===== config.mk =====
export PLATFORM = sky130hd
export DESIGN_NAME = soc_ifc_rst_seq
export DESIGN_NICKNAME = d
export VERILOG_FILES = /design/src/rtl/soc_ifc_pkg.sv /design/src/rtl/soc_ifc_rst_dom_ctrl.sv /design/src/rtl/soc_ifc_rst_seq.sv
export SDC_FILE = /design/constraint.sdc
export NUM_CORES = 1
export LEC_CHECK = 0
export CORE_ASPECT_RATIO = 2
export CORE_MARGIN = 4
export CORE_UTILIZATION = 54
export DETAILED_ROUTE_END_ITERATION = 10
export PLACE_DENSITY = 0.87
export SKIP_LAST_GASP = 1
export SLEW_MARGIN = 40
export SYNTH_ARGS = -nofsm -noshare
export SYNTH_HDL_FRONTEND = slang
export SYNTH_HIERARCHICAL = 1
export SYNTH_SLANG_ARGS = --single-unit

===== constraint.sdc =====
create_clock -name clk -period 2.13 [get_ports clk]
set_input_delay 0.426 -clock clk [delete_from_list [all_inputs] [get_ports clk]]
set_output_delay 0.426 -clock clk [all_outputs]
set_load 0.05 [all_outputs]

===== src/rtl/soc_ifc_pkg.sv =====
`default_nettype none
// ============================================================================
// Module   : soc_ifc_pkg
// Purpose  : State encodings shared by the SoC-interface reset sequencer.
// Revision : 1.0
// ============================================================================
package soc_ifc_pkg;

    typedef enum logic [1:0] {
        BOOT_IDLE  = 2'd0,
        BOOT_FUSE  = 2'd1,
        BOOT_BRKPT = 2'd2,
        BOOT_DONE  = 2'd3
    } boot_seq_state_e;

    typedef enum logic [1:0] {
        DOM_HOLD  = 2'd0,
        DOM_RUN   = 2'd1,
        DOM_FWRST = 2'd2,
        DOM_WAIT  = 2'd3
    } dom_state_e;

endpackage : soc_ifc_pkg
`default_nettype wire


===== src/rtl/soc_ifc_rst_dom_ctrl.sv =====
`default_nettype none
// ============================================================================
// Module   : soc_ifc_rst_dom_ctrl
// Purpose  : One core reset domain: FW-update reset FSM, hold-off counter,
//            sticky executed flag and reset synchroniser chain.
// Revision : 1.0
// ============================================================================
module soc_ifc_rst_dom_ctrl
    import soc_ifc_pkg::*;
#(
    parameter int SYNC_STAGES = 2,
    parameter int WAIT_W      = 8
) (
    input  logic              clk,
    input  logic              cptra_rst_b,
    input  logic              boot_done_i,
    input  logic              brkpt_i,
    input  logic              brkpt_continue_i,
    input  logic              rst_req_i,
    input  logic [WAIT_W-1:0] wait_cycles_i,
    output logic              rst_b_o,
    output logic              unlock_o,
    output logic              rst_executed_o,
    output logic              rst_window_o
);

    localparam logic [WAIT_W-1:0] c_cnt_one = WAIT_W'(1);

    dom_state_e             state_q;
    logic [WAIT_W-1:0]      cnt_q;
    logic                   unlock_q;
    logic                   executed_q;
    logic                   window_q;
    logic [SYNC_STAGES-1:0] sync_q;
    logic                   rst_req_d;
    logic                   stall;

    assign rst_req_d = (state_q == DOM_RUN);
    assign stall     = brkpt_i & ~brkpt_continue_i;

    always_ff @(posedge clk or negedge cptra_rst_b) begin
        if (!cptra_rst_b) begin
            state_q    <= DOM_HOLD;
            cnt_q      <= '0;
            unlock_q   <= 1'b0;
            executed_q <= 1'b0;
            window_q   <= 1'b0;
        end else begin
            unlock_q <= 1'b0;
            case (state_q)
                DOM_HOLD: begin
                    if (boot_done_i) begin
                        state_q <= DOM_RUN;
                    end
                end
                DOM_RUN: begin
                    if (rst_req_i) begin
                        state_q    <= DOM_FWRST;
                        executed_q <= 1'b1;
                        window_q   <= 1'b1;
                    end
                end
                DOM_FWRST: begin
                    // Wait for the whole chain to drain so a 1 still in flight
                    // (request taken on the first RUN cycle) cannot leak into WAIT.
                    if (sync_q == '0) begin
                        state_q  <= DOM_WAIT;
                        cnt_q    <= wait_cycles_i;
                        window_q <= 1'b0;
                    end
                end
                DOM_WAIT: begin
                    if (cnt_q != '0) begin
                        cnt_q <= cnt_q - c_cnt_one;
                    end else if (!stall) begin
                        state_q  <= DOM_RUN;
                        unlock_q <= 1'b1;
                    end
                end
                default: state_q <= DOM_HOLD;
            endcase
        end
    end

    always_ff @(posedge clk or negedge cptra_rst_b) begin
        if (!cptra_rst_b) begin
            sync_q <= '0;
        end else begin
            sync_q <= {sync_q[SYNC_STAGES-2:0], rst_req_d};
        end
    end

    assign rst_b_o        = sync_q[SYNC_STAGES-1];
    assign unlock_o       = unlock_q;
    assign rst_executed_o = executed_q;
    assign rst_window_o   = window_q;

    a_dom_known: assert property (@(posedge clk) disable iff (!cptra_rst_b)
        !$isunknown({state_q, cnt_q, unlock_q, executed_q, window_q, sync_q}));

    a_dom_held_in_wait: assert property (@(posedge clk) disable iff (!cptra_rst_b)
        (state_q == DOM_WAIT) |-> !rst_b_o);

    a_dom_unlock_from_run: assert property (@(posedge clk) disable iff (!cptra_rst_b)
        unlock_o |-> (state_q == DOM_RUN));

endmodule : soc_ifc_rst_dom_ctrl
`default_nettype wire


===== src/rtl/soc_ifc_rst_seq.sv =====
`default_nettype none
// ============================================================================
// Module   : soc_ifc_rst_seq
// Purpose  : Boot/reset sequencer: fuse handshake, debug breakpoint, non-core
//            reset release and NUM_DOM independent core reset domains.
// Revision : 1.0
// ============================================================================
module soc_ifc_rst_seq
    import soc_ifc_pkg::*;
#(
    parameter int NUM_DOM     = 2,
    parameter int SYNC_STAGES = 2,
    parameter int WAIT_W      = 8
) (
    input  logic               clk,
    input  logic               cptra_rst_b,
    input  logic               fuse_done,
    input  logic               fuse_wr_done_observed,
    input  logic               brkpt,
    input  logic               brkpt_continue,
    input  logic [NUM_DOM-1:0] dom_rst_req,
    input  logic [WAIT_W-1:0]  wait_cycles,
    output logic               ready_for_fuses,
    output logic               noncore_rst_b,
    output logic [NUM_DOM-1:0] dom_rst_b,
    output logic [NUM_DOM-1:0] dom_unlock,
    output logic [NUM_DOM-1:0] dom_rst_executed,
    output logic [NUM_DOM-1:0] dom_rst_window
);

    boot_seq_state_e        boot_state_q;
    logic                   ready_q;
    logic                   noncore_req_d;
    logic [SYNC_STAGES-1:0] noncore_sync_q;
    logic [NUM_DOM-1:0]     dom_sync_rst_b;

    always_ff @(posedge clk or negedge cptra_rst_b) begin
        if (!cptra_rst_b) begin
            boot_state_q <= BOOT_IDLE;
            ready_q      <= 1'b0;
        end else begin
            case (boot_state_q)
                BOOT_IDLE: begin
                    boot_state_q <= BOOT_FUSE;
                    ready_q      <= 1'b1;
                end
                BOOT_FUSE: begin
                    if (fuse_done && fuse_wr_done_observed) begin
                        boot_state_q <= brkpt ? BOOT_BRKPT : BOOT_DONE;
                        ready_q      <= 1'b0;
                    end
                end
                BOOT_BRKPT: begin
                    if (brkpt_continue) begin
                        boot_state_q <= BOOT_DONE;
                    end
                end
                default: ;  // DONE is terminal until the next cptra_rst_b
            endcase
        end
    end

    assign noncore_req_d = (boot_state_q == BOOT_DONE);

    always_ff @(posedge clk or negedge cptra_rst_b) begin
        if (!cptra_rst_b) begin
            noncore_sync_q <= '0;
        end else begin
            noncore_sync_q <= {noncore_sync_q[SYNC_STAGES-2:0], noncore_req_d};
        end
    end

    assign ready_for_fuses = ready_q;
    assign noncore_rst_b   = noncore_sync_q[SYNC_STAGES-1];

    generate
        for (genvar i = 0; i < NUM_DOM; i++) begin : g_dom
            soc_ifc_rst_dom_ctrl #(
                .SYNC_STAGES (SYNC_STAGES),
                .WAIT_W      (WAIT_W)
            ) u_dom_ctrl (
                .clk              (clk),
                .cptra_rst_b      (cptra_rst_b),
                .boot_done_i      (noncore_req_d),
                .brkpt_i          (brkpt),
                .brkpt_continue_i (brkpt_continue),
                .rst_req_i        (dom_rst_req[i]),
                .wait_cycles_i    (wait_cycles),
                .rst_b_o          (dom_sync_rst_b[i]),
                .unlock_o         (dom_unlock[i]),
                .rst_executed_o   (dom_rst_executed[i]),
                .rst_window_o     (dom_rst_window[i])
            );
        end
    endgenerate

    // A domain can only be out of reset while the non-core is out of reset.
    assign dom_rst_b = dom_sync_rst_b & {NUM_DOM{noncore_rst_b}};

    a_top_known: assert property (@(posedge clk) disable iff (!cptra_rst_b)
        !$isunknown({boot_state_q, ready_q, noncore_sync_q, dom_rst_b,
                     dom_unlock, dom_rst_executed, dom_rst_window}));

    a_noncore_held: assert property (@(posedge clk) disable iff (!cptra_rst_b)
        (boot_state_q != BOOT_DONE) |-> !noncore_rst_b);

    a_ready_in_fuse: assert property (@(posedge clk) disable iff (!cptra_rst_b)
        ready_for_fuses == (boot_state_q == BOOT_FUSE));

endmodule : soc_ifc_rst_seq
`default_nettype wire


==> impl_metrics.yaml, run 1 <==
logic_synthesis:
  mappedNetlistArea_sq_um: 2180
  postSynth.asyncResetShare_pct: 100
  synth-edff-count: 0
  synth-seq-cells: 35
  syn_nets: 241
  avg_synthesized_cell_area_sq_um: 10.4
  synth_warnings: 6
  ys.flop_type: "dfrtp_1"
  synth.yosys.seq_area_share_pct: 40.2
  synth.distinct_cells: 44
  syn-instance-count: 209
floorplan:
  die-area_sq_um: 5180
  start_util_pct: 56.2
  top_level_ports: 26
  floorplan.core_area_sq_um: 3880
  rows: 32
  die_y_um: 97.9
  die_w_um: 52.9
critical_path:
  cp_cell_sequence: "and2_1 -> clkdlybuf4s50_1"
  critical_path.n_buffers_inverters: 1
  setup.worst_path.class: "reg -> out"
  critPathMaxStageDelay_ns: 0.80
  worst-endpoint-arrival_ns: 1.59
  critical_path.slowest_cell: "clkdlybuf4s50_1"
  timing.critical_path.fanout_max: 3
  r2r_setup_slack_ns: 0.33
  path_delay_family: "buffers and inverters"
  required_ns: 1.70
  end_kind: "output pin"
  worst_setup_path_start_kind: "register"
sta:
  setup_violations: 0
  finClkSkew_ns: 0.00498
  timing.final.max_slew_violations: 0
  hold_violations: 0
  tns_ns: 0
  min_period_over_period_pct: 94.8
  fin_crit_ns: 2.02
  rsz0062_at_grt: "false"
  timing.slew.headroom_pct: 59.6
  achievable-frequency_mhz: 495
  max_slew.worst_pin.slew_ns: 0.598
  hold-worst-slack_ns: 0.356
clocking:
  post-cts-setup-buffer-count: 0
  cts_repair_resize_count: 0
  h_tree_depth: 2
  clock-sinks: 35
  clk-insertion-delay-late_ns: 0.28
  cts-root-to-sink-buffers: 2
  clkTransAtPathRegs_ns: 0.07
  hold_buffers: 0
  clk_tree_root_cell: "clkbuf_8"
  cts_made_buffers: 5
  clock_tree_from_tritoncts: "yes"
route:
  first_pass_iters: 4
  post-route-drc-count: 0
  detail_route.vias_per_cell: 5.91
  drt_iter0_markers: 32
  final_antenna_net_count: 0
  routed_wire_length_per_instance_um: 16.8
  postRouteWirelength_um: 4920
  vias: 1733
grt:
  antenna_violations_before_repair: 0
  grt_start_max_net_pins: 36
  grt.overflow.total: 0
  grt_use_total_pct: 21.1
  grt_pass1_vias: 1780
  grt_pass1_wl_um: 8260
pwr:
  comb_power_share_pct: 55.2
  switching_share_pct: 44.8
  switching_power_w: 0.00169
  power_frac_clock_pct: 12.3
  worst_ir_drop_vdd_v: 0.000911
  powerDensity_nw_per_um2: 1450
  pwr-share-seq_pct: 32.5
  power.leakage_nw: 1.20
  power.internal_w: 0.00208
run_status:
  outcome: "finished, final reports clean"
place:
  place.detailed.hpwl_um: 3620
  numPortBuffers: 25
  gp_congestion: 0.804
hold_path:
  hp-class: "reg -> reg"
final_layout:
  areaGrowthSynthToFinish_pct: 19.0
  antenna_cells: 0
  final.fill_count: 326
  layout.nets: 273
  drive_gt1_share_pct: 14.0
flow_run:
  cap_violations: 0
==> registers in the layout, indices dropped and copies added, names as in the netlist <==
register	flops
g_dom.u_dom_ctrl/sync_q	4
g_dom.u_dom_ctrl/cnt_q	16
g_dom.u_dom_ctrl/state_q	4
noncore_sync_q	2
g_dom.u_dom_ctrl/unlock_o	2
ready_for_fuses	1
g_dom.u_dom_ctrl/rst_window_o	2
g_dom.u_dom_ctrl/rst_executed_o	2
boot_state_q	2
==> area by class of cell <==
cell class / instances / area, sq um / area share (%)
clock buffer: 7 / 76.3 / 2.94
clock inverter: 1 / 5.00 / 0.193
inverter: 24 / 90.1 / 3.47
multi-input combinational: 144 / 1190 / 45.8
sequential: 35 / 876 / 33.7
tap: 51 / 63.8 / 2.46
timing repair buffer: 31 / 295 / 11.4
==> cells in the final DEF (no fill, tap or decap), types with 2 or more instances in the layout <==
cell,n
buf_4,6
mux2_4,2
a31oi_4,2
inv_1,24
a221oi_1,2
o2111a_1,2
o31ai_1,2
o211a_1,4
a21oi_1,14
o22a_2,2
and2_4,2
clkbuf_1,2
clkbuf_8,5
nor3_4,2
o21ai_0,13
o221ai_2,2
a31oi_1,8
a221oi_2,2
nand2b_1,6
a31o_1,2
mux2i_1,6
a41oi_1,2
nor4b_4,2
dfrtp_1,35
o221a_1,2
nor2_1,9
and2_1,2
nand4b_1,2
a21boi_2,2
nand3_1,6
clkdlybuf4s50_1,25
a21o_1,2
nand2_1,6
and3_1,6
ha_1,16
nor2b_1,3
nor4b_1,2
nor3b_1,2
==> worst register-to-register path: stages (launching register included) <==
cell     delay, ns
dfrtp_1       0.41
inv_1         0.11
ha_1          0.18
nor4b_4       0.33
a31oi_4       0.20
and2_4        0.23
o221a_1       0.23
==> kinds of logic (layout without fill, tap and decap cells) <==
logic type               Yosys count  in the layout  synth area share (%)
multiplexers                       9              9                  4.65
buffers and inverters             30             63                  5.28
AO/OA/AOI/OAI                     65             65                  23.7
AND/OR/NAND/NOR                   54             54                  17.0
flip-flops                        35             35                  40.2
adder cells (fa/ha/maj)           16             16                  9.18
==> worst paths after layout <==
kind / from / end / cells after the start
max: g_dom[1].u_dom_ctrl/sync_q[1] / dom_rst_b[1] / 2
min in group asynchronous: cptra_rst_b / g_dom[1].u_dom_ctrl/cnt_q[2] / 2
min: noncore_sync_q[0] / noncore_sync_q[1] / 0
min reg2reg: noncore_sync_q[0] / noncore_sync_q[1] / 0
max in group asynchronous: cptra_rst_b / g_dom[0].u_dom_ctrl/rst_executed_o / 2
max reg2reg: g_dom[1].u_dom_ctrl/cnt_q[0] / g_dom[1].u_dom_ctrl/cnt_q[7] / 6
==> power groups by stage <==
stage               Sequential, W  Clock [W]  Combinational [W]
finish                    0.00123   0.000467            0.00208
global route              0.00127   0.000507            0.00228
CTS                       0.00123   0.000485            0.00208
detailed placement        0.00124          0            0.00206
global placement          0.00123          0            0.00200
floorplan                 0.00128          0            0.00148
==> per-layer routing <==
metal | up-vias | track usage, % | wire length, um | part of all wire, %
met1 | 852 | 24.1 | 1950 | 40
met5 | - | 0 | 0 | 0
met4 | 0 | 9.84 | 112 | 2.3
li1 | 826 | - | - | -
met3 | 11 | 3.82 | 140 | 2.8
met2 | 44 | 36.2 | 2710 | 55
==> cells in the mapped netlist, types with 3 or more instances <==
library cell   n  area (sq um)
nand2_1        6          22.5
ha_1          16           200
nor2_1         9          33.8
a21oi_1       14          70.1
nand3_1        6          30.0
mux2i_1        6          60.1
dfrtp_1       35           876
nand2b_1       6          37.5
inv_1         24          90.1
and3_1         6          37.5
a31oi_1        8          50.1
o211a_1        4          40.0
nor2b_1        3          18.8
o21ai_0       13          65.1
==> through the flow <==
step           total power (W)  cell area, sq um  worst slack (ns)  cells  util [%]
2_1_floorplan          0.00275              2180             0.502    209         -
3_3_place_gp           0.00323              2510             0.259    285      64.8
3_5_place_dp           0.00330              2510             0.236    285      64.8
4_1_cts                0.00379              2600            0.0873    293      66.8
5_1_grt                0.00406              2600            0.0328    293      66.8
6_report               0.00378              2600             0.112    293      66.8
(Power assumes the default switching activity.)
==> run 2, diff against run 1 <==
--- a/config.mk
+++ b/config.mk
@@ -8,8 +8,10 @@
 export CORE_ASPECT_RATIO = 2
 export CORE_MARGIN = 4
 export CORE_UTILIZATION = 54
+export CTS_CLUSTER_SIZE = 30
 export DETAILED_ROUTE_END_ITERATION = 10
 export PLACE_DENSITY = 0.87
+export REMOVE_ABC_BUFFERS = 1
 export SKIP_LAST_GASP = 1
 export SLEW_MARGIN = 40
 export SYNTH_ARGS = -nofsm -noshare
==> constraint.sdc (replaced) <==
create_clock -name clk -period 2.5 [get_ports clk]
set_input_delay 0.5 -clock clk [delete_from_list [all_inputs] [get_ports clk]]
set_output_delay 0.5 -clock clk [all_outputs]
set_load 0.05 [all_outputs]
==> impl_metrics.yaml, run 2 (synthesis results as in run 1) <==
grt:
  grt.overflow.total: 0
  grt_start_max_net_pins: 36
  grt_use_total_pct: 20.9
  antenna_violations_before_repair: 0
  grt_pass1_vias: 1854
  grt_pass1_wl_um: 8270
clocking:
  cts-root-to-sink-buffers: 2
  clock-sinks: 35
  hold_buffers: 0
  clk_tree_root_cell: "clkbuf_8"
  clk-insertion-delay-late_ns: 0.28
  clkTransAtPathRegs_ns: 0.07
  cts_repair_resize_count: 0
  clock_tree_from_tritoncts: "yes"
  post-cts-setup-buffer-count: 0
  h_tree_depth: 2
  cts_made_buffers: 5
critical_path:
  required_ns: 2.00
  worst-endpoint-arrival_ns: 1.60
  end_kind: "output pin"
  setup.worst_path.class: "reg -> out"
  timing.critical_path.fanout_max: 3
  worst_setup_path_start_kind: "register"
floorplan:
  top_level_ports: 26
  floorplan.core_area_sq_um: 3880
  die_y_um: 97.9
  die_w_um: 52.9
  rows: 32
  die-area_sq_um: 5180
  start_util_pct: 56.2
pwr:
  powerDensity_nw_per_um2: 1300
  power.leakage_nw: 1.21
  worst_ir_drop_vdd_v: 0.000876
  finalPower_w: 0.00341
sta:
  max_slew.worst_pin.slew_ns: 0.656
  tns_ns: 0
  setup_violations: 0
  hold_violations: 0
  min_period_over_period_pct: 84.1
  finClkSkew_ns: 0.00431
  achievable-frequency_mhz: 475
  fin_crit_ns: 2.10
  timing.final.max_slew_violations: 0
  timing.slew.headroom_pct: 55.6
  rsz0062_at_grt: "false"
final_layout:
  areaGrowthSynthToFinish_pct: 20.7
  antenna_cells: 0
  reg_top3: "g_dom.u_dom_ctrl/cnt_q: 16 flops, g_dom.u_dom_ctrl/state_q: 4 flops, g_dom.u_dom_ctrl/sync_q: 4 flops"
  largest_register_ffs: 16
  drive_gt1_share_pct: 13.8
  layout.cells.non_filler: 291
  mostFrequentLayoutCells: "35 x dfrtp_1, 25 x clkdlybuf4s50_1, 24 x inv_1, 16 x ha_1, 14 x a21oi_1"
  top_reg_by_flops: "g_dom.u_dom_ctrl/cnt_q"
  layout.nets: 271
  most_common_library_cell_in_the_layout_ignoring_fill_and_taps: "dfrtp_1"
flow_run:
  cap_violations: 0
place:
  dp.cells: 283
  gp_congestion: 0.882
  place.detailed.hpwl_um: 3550
  numPortBuffers: 25
route:
  post-route-drc-count: 0
  postRouteWirelength_um: 4940
  vias: 1766
  drt_iter0_markers: 50
  final_antenna_net_count: 0
  routed_wire_length_per_instance_um: 17.0
  detail_route.vias_per_cell: 6.07
  first_pass_iters: 7
hold_path:
  hp-class: "reg -> reg"
run_status:
  outcome: "finished, final reports clean"
-- run 2: metal layers --
| metal | share of wire [%] | track usage (%) | vias up | wire, um |
|---|---|---|---|---|
| met5 | 0 | 0 | - | 0 |
| met4 | 3.2 | 11.0 | 0 | 157 |
| met3 | 3.1 | 3.36 | 16 | 155 |
| met2 | 56 | 37.3 | 50 | 2770 |
| met1 | 38 | 22.0 | 879 | 1860 |
| li1 | - | - | 821 | - |
-- run 2: critical path: stages, from the launching register on --
cell,delay [ns]
dfrtp_1,0.39
and2_1,0.14
clkdlybuf4s50_1,0.79
-- run 2: cell type report --
| class | instances | area (sq um) |
|---|---|---|
| repair buffers | 29 | 280 |
| fillers | 302 | 1250 |
| flip-flops and latches | 35 | 876 |
| inverters | 24 | 90.1 |
| clock inverters | 2 | 60.1 |
| multi-input cells | 144 | 1190 |
| clock buffers | 6 | 72.6 |
| well taps | 51 | 63.8 |
-- run 2: where the power goes --
part | switching (W) | internal [W] | leakage [nW]
logic | 0.000987 | 0.000756 | 0.756
clock network | 0.000207 | 0.000399 | 0.0654
registers | 0.000260 | 0.000800 | 0.391
total | 0.00145 | 0.00195 | 1.21
-- run 2: through the flow --
| stage | setup WS, ns | util, % | hold WS (ns) | instance area [sq um] |
|---|---|---|---|---|
| after CTS | 0.388 | 67.8 | 0.364 | 2630 |
| after global placement | 0.532 | 64.4 | 0.333 | 2500 |
| final | 0.396 | 67.8 | 0.367 | 2630 |
| after detailed placement | 0.503 | 64.4 | 0.348 | 2500 |
| after global routing | 0.351 | 67.8 | 0.370 | 2630 |
| after floorplan | 0.628 | - | 0.204 | 2160 |
-- run 2: worst paths after layout --
kind	from	end	slack, ns	cells after the start
setup / recovery	g_dom[1].u_dom_ctrl/sync_q[1]	dom_rst_b[1]	0.40	2
hold / removal	noncore_sync_q[0]	noncore_sync_q[1]	0.37	0
setup reg to reg	g_dom[1].u_dom_ctrl/state_q[1]	g_dom[1].u_dom_ctrl/cnt_q[7]	0.51	5
hold reg to reg	noncore_sync_q[0]	noncore_sync_q[1]	0.37	0
max in group asynchronous	cptra_rst_b	g_dom[1].u_dom_ctrl/state_q[1]	1.53	2
min in group asynchronous	cptra_rst_b	g_dom[1].u_dom_ctrl/cnt_q[0]	0.63	2
==> run 3, diff against run 2 <==
--- a/config.mk
+++ b/config.mk
@@ -7,10 +7,10 @@
 export LEC_CHECK = 0
 export CORE_ASPECT_RATIO = 2
 export CORE_MARGIN = 4
-export CORE_UTILIZATION = 54
+export CORE_UTILIZATION = 50
 export CTS_CLUSTER_SIZE = 30
 export DETAILED_ROUTE_END_ITERATION = 10
-export PLACE_DENSITY = 0.87
+export PLACE_DENSITY = 0.85
 export REMOVE_ABC_BUFFERS = 1
 export SKIP_LAST_GASP = 1
 export SLEW_MARGIN = 40
==> constraint.sdc (replaced) <==
create_clock -name clk -period 1.7 [get_ports clk]
set_input_delay 0.34 -clock clk [delete_from_list [all_inputs] [get_ports clk]]
set_output_delay 0.34 -clock clk [all_outputs]
set_load 0.05 [all_outputs]
==> impl_metrics.yaml, run 3 (synthesis results as in run 1) <==
route:
  final_antenna_net_count: 0
  drt_iter0_markers: 47
  routed_wire_length_per_instance_um: 16.4
  first_pass_iters: 4
  post-route-drc-count: 0
  detail_route.vias_per_cell: 5.77
  postRouteWirelength_um: 5310
  vias: 1871
clocking:
  cts-root-to-sink-buffers: 2
  clock-sinks: 35
  h_tree_depth: 2
  cts_made_buffers: 5
  clk_tree_root_cell: "clkbuf_8"
  clock_tree_from_tritoncts: "yes"
  clkTransAtPathRegs_ns: 0.07
  clk-insertion-delay-late_ns: 0.28
place:
  numPortBuffers: 25
  place.detailed.hpwl_um: 3880
  placement.setup.worst_slack_ns: -0.103
  gp_congestion: 0.899
pwr:
  pwr-share-seq_pct: 27.5
  comb_power_share_pct: 61.4
  power.leakage_nw: 1.37
  switching_power_w: 0.00232
  worst_ir_drop_vdd_v: 0.00112
  switching_share_pct: 42.5
  powerDensity_nw_per_um2: 1880
  power_frac_clock_pct: 11.2
  power.internal_w: 0.00314
floorplan:
  die-area_sq_um: 5550
  die_w_um: 54.7
  die_y_um: 101
  floorplan.core_area_sq_um: 4170
  rows: 33
  start_util_pct: 52.3
  top_level_ports: 26
hold_path:
  hp-class: "reg -> reg"
  hold_path.startpoint: "noncore_sync_q[0]"
  min_delay_path_depth: 0
final_layout:
  area_occupied_by_multi_input_gates_sq_um: 1250
  drive_gt1_share_pct: 32.7
  register_area_sq_um: 876
  reg_top3: "g_dom.u_dom_ctrl/cnt_q: 16 flops, g_dom.u_dom_ctrl/state_q: 4 flops, g_dom.u_dom_ctrl/sync_q: 4 flops"
  largest_register_ffs: 16
  final.fill_count: 313
  top_reg_by_flops: "g_dom.u_dom_ctrl/cnt_q"
  most_common_library_cell_in_the_layout_ignoring_fill_and_taps: "buf_4"
  mostFrequentLayoutCells: "44 x buf_4, 35 x dfrtp_1, 20 x inv_1, 15 x clkdlybuf4s50_1"
  layout.nets: 304
  areaGrowthSynthToFinish_pct: 33.0
  antenna_cells: 0
critical_path:
  crit-reg2reg-launch: "g_dom[0].u_dom_ctrl/cnt_q[0]"
  required_ns: 1.89
  setup.worst_path.class: "reg -> reg"
  timing.critical_path.fanout_max: 7
  worst_setup_path_start_kind: "register"
  crit_cells: 6
  critPathMaxStageDelay_ns: 0.39
  path_delay_family: "compound AO/OA/AOI/OAI gates"
  critical_path.n_buffers_inverters: 1
  worst-r2r-cell-count: 6
  end_kind: "register"
  critical_path.slowest_cell: "dfrtp_1"
  critical_path_start: "g_dom[0].u_dom_ctrl/cnt_q[0]"
  cp_cell_sequence: "inv_2 -> ha_4 -> nor4b_4 -> a31oi_4 -> a31o_1 -> a221oi_2"
  worst-endpoint-arrival_ns: 1.86
sta:
  timing.final.max_slew_violations: 0
  hold_violations: 0
  setup_violations: 0
  final.setup.worst_slack_ns: 0.0328
  rsz0062_at_grt: "true"
  max_slew.worst_pin.slew_ns: 0.448
  hold-worst-slack_ns: 0.354
  fin_crit_ns: 1.67
  finClkSkew_ns: 0.00253
  achievable-frequency_mhz: 600
  timing.slew.headroom_pct: 70.1
  min_period_over_period_pct: 98.1
flow_run:
  cap_violations: 0
grt:
  grt_pass1_vias: 1916
  grt_pass1_wl_um: 8530
  antenna_violations_before_repair: 0
  grt_use_total_pct: 20.8
  grt_start_max_net_pins: 36
  grt_use_met2_pct: 37.1
  grt.overflow.total: 0
  use_met1_pct: 22.7
  top_usage_layer: "met2"
  grt_use_met3_pct: 2.80
run_status:
  outcome: "finished, final reports clean"
## run 3: cell count changes in the layout (fill, tap and decap cells not counted), moves of 3 or more
cell             change
inv_1                -4
ha_1                 -3
clkdlybuf4s50_1     -10
inv_2                +4
buf_4               +40
## run 3: layer usage
layer	part of all wire (%)	routed length (um)	up-vias
met5	0	0	-
met3	3.8	204	8
met4	2.4	127	0
li1	-	-	889
met2	57	3010	43
met1	37	1970	931
## run 3: worst paths after layout
path	end	slack [ns]
min	noncore_sync_q[1]	0.35
max	g_dom[0].u_dom_ctrl/cnt_q[5]	0.03
min in group asynchronous	g_dom[0].u_dom_ctrl/cnt_q[7]	0.49
min reg2reg	noncore_sync_q[1]	0.35
max reg2reg	g_dom[0].u_dom_ctrl/cnt_q[5]	0.03
max in group asynchronous	g_dom[0].u_dom_ctrl/cnt_q[4]	0.89
## run 3: timing repair
action | CTS | global route
resized for setup | 2 | 14
pin swaps | 0 | 5
hold buffers | 0 | 0
buffers inserted | 2 | 3
setup endpoints to repair | 6 | 17
## run 3: layout make-up
cell class | count | area share [%]
inverters | 24 | 3.11
repair buffers | 62 | 18.3
well taps | 52 | 2.24
multi-input cells | 144 | 43.1
clock buffers | 6 | 2.85
flip-flops and latches | 35 | 30.2
clock inverters | 1 | 0.173
## run 3: worst register-to-register path, cell delays in order, from the launching register on
cell and delay [ns]:
dfrtp_1 0.39, inv_2 0.08, ha_4 0.12, nor4b_4 0.32
a31oi_4 0.19, a31o_1 0.26, a221oi_2 0.21
## run 3: power groups by stage
stage	registers, W	clock network, W	logic, W
final	0.00150	0.000609	0.00335
after global routing	0.00154	0.000663	0.00366
after CTS	0.00149	0.000629	0.00317
after detailed placement	0.00150	0	0.00312
after global placement	0.00149	0	0.00303
after floorplan	0.00160	0	0.00182
## run 3: stage by stage
| step | std cells | power (W) | instance area (sq um) | util, % | TNS (ns) |
|---|---|---|---|---|---|
| 2_1_floorplan | 203 | 0.00342 | 2160 | - | -0.393 |
| 3_3_place_gp | 312 | 0.00452 | 2710 | 65.0 | -0.134 |
| 3_5_place_dp | 312 | 0.00463 | 2710 | 65.0 | -0.325 |
| 4_1_cts | 321 | 0.00529 | 2810 | 67.5 | 0 |
| 5_1_grt | 324 | 0.00586 | 2900 | 69.5 | -0.312 |
| 6_report | 324 | 0.00546 | 2900 | 69.5 | 0 |
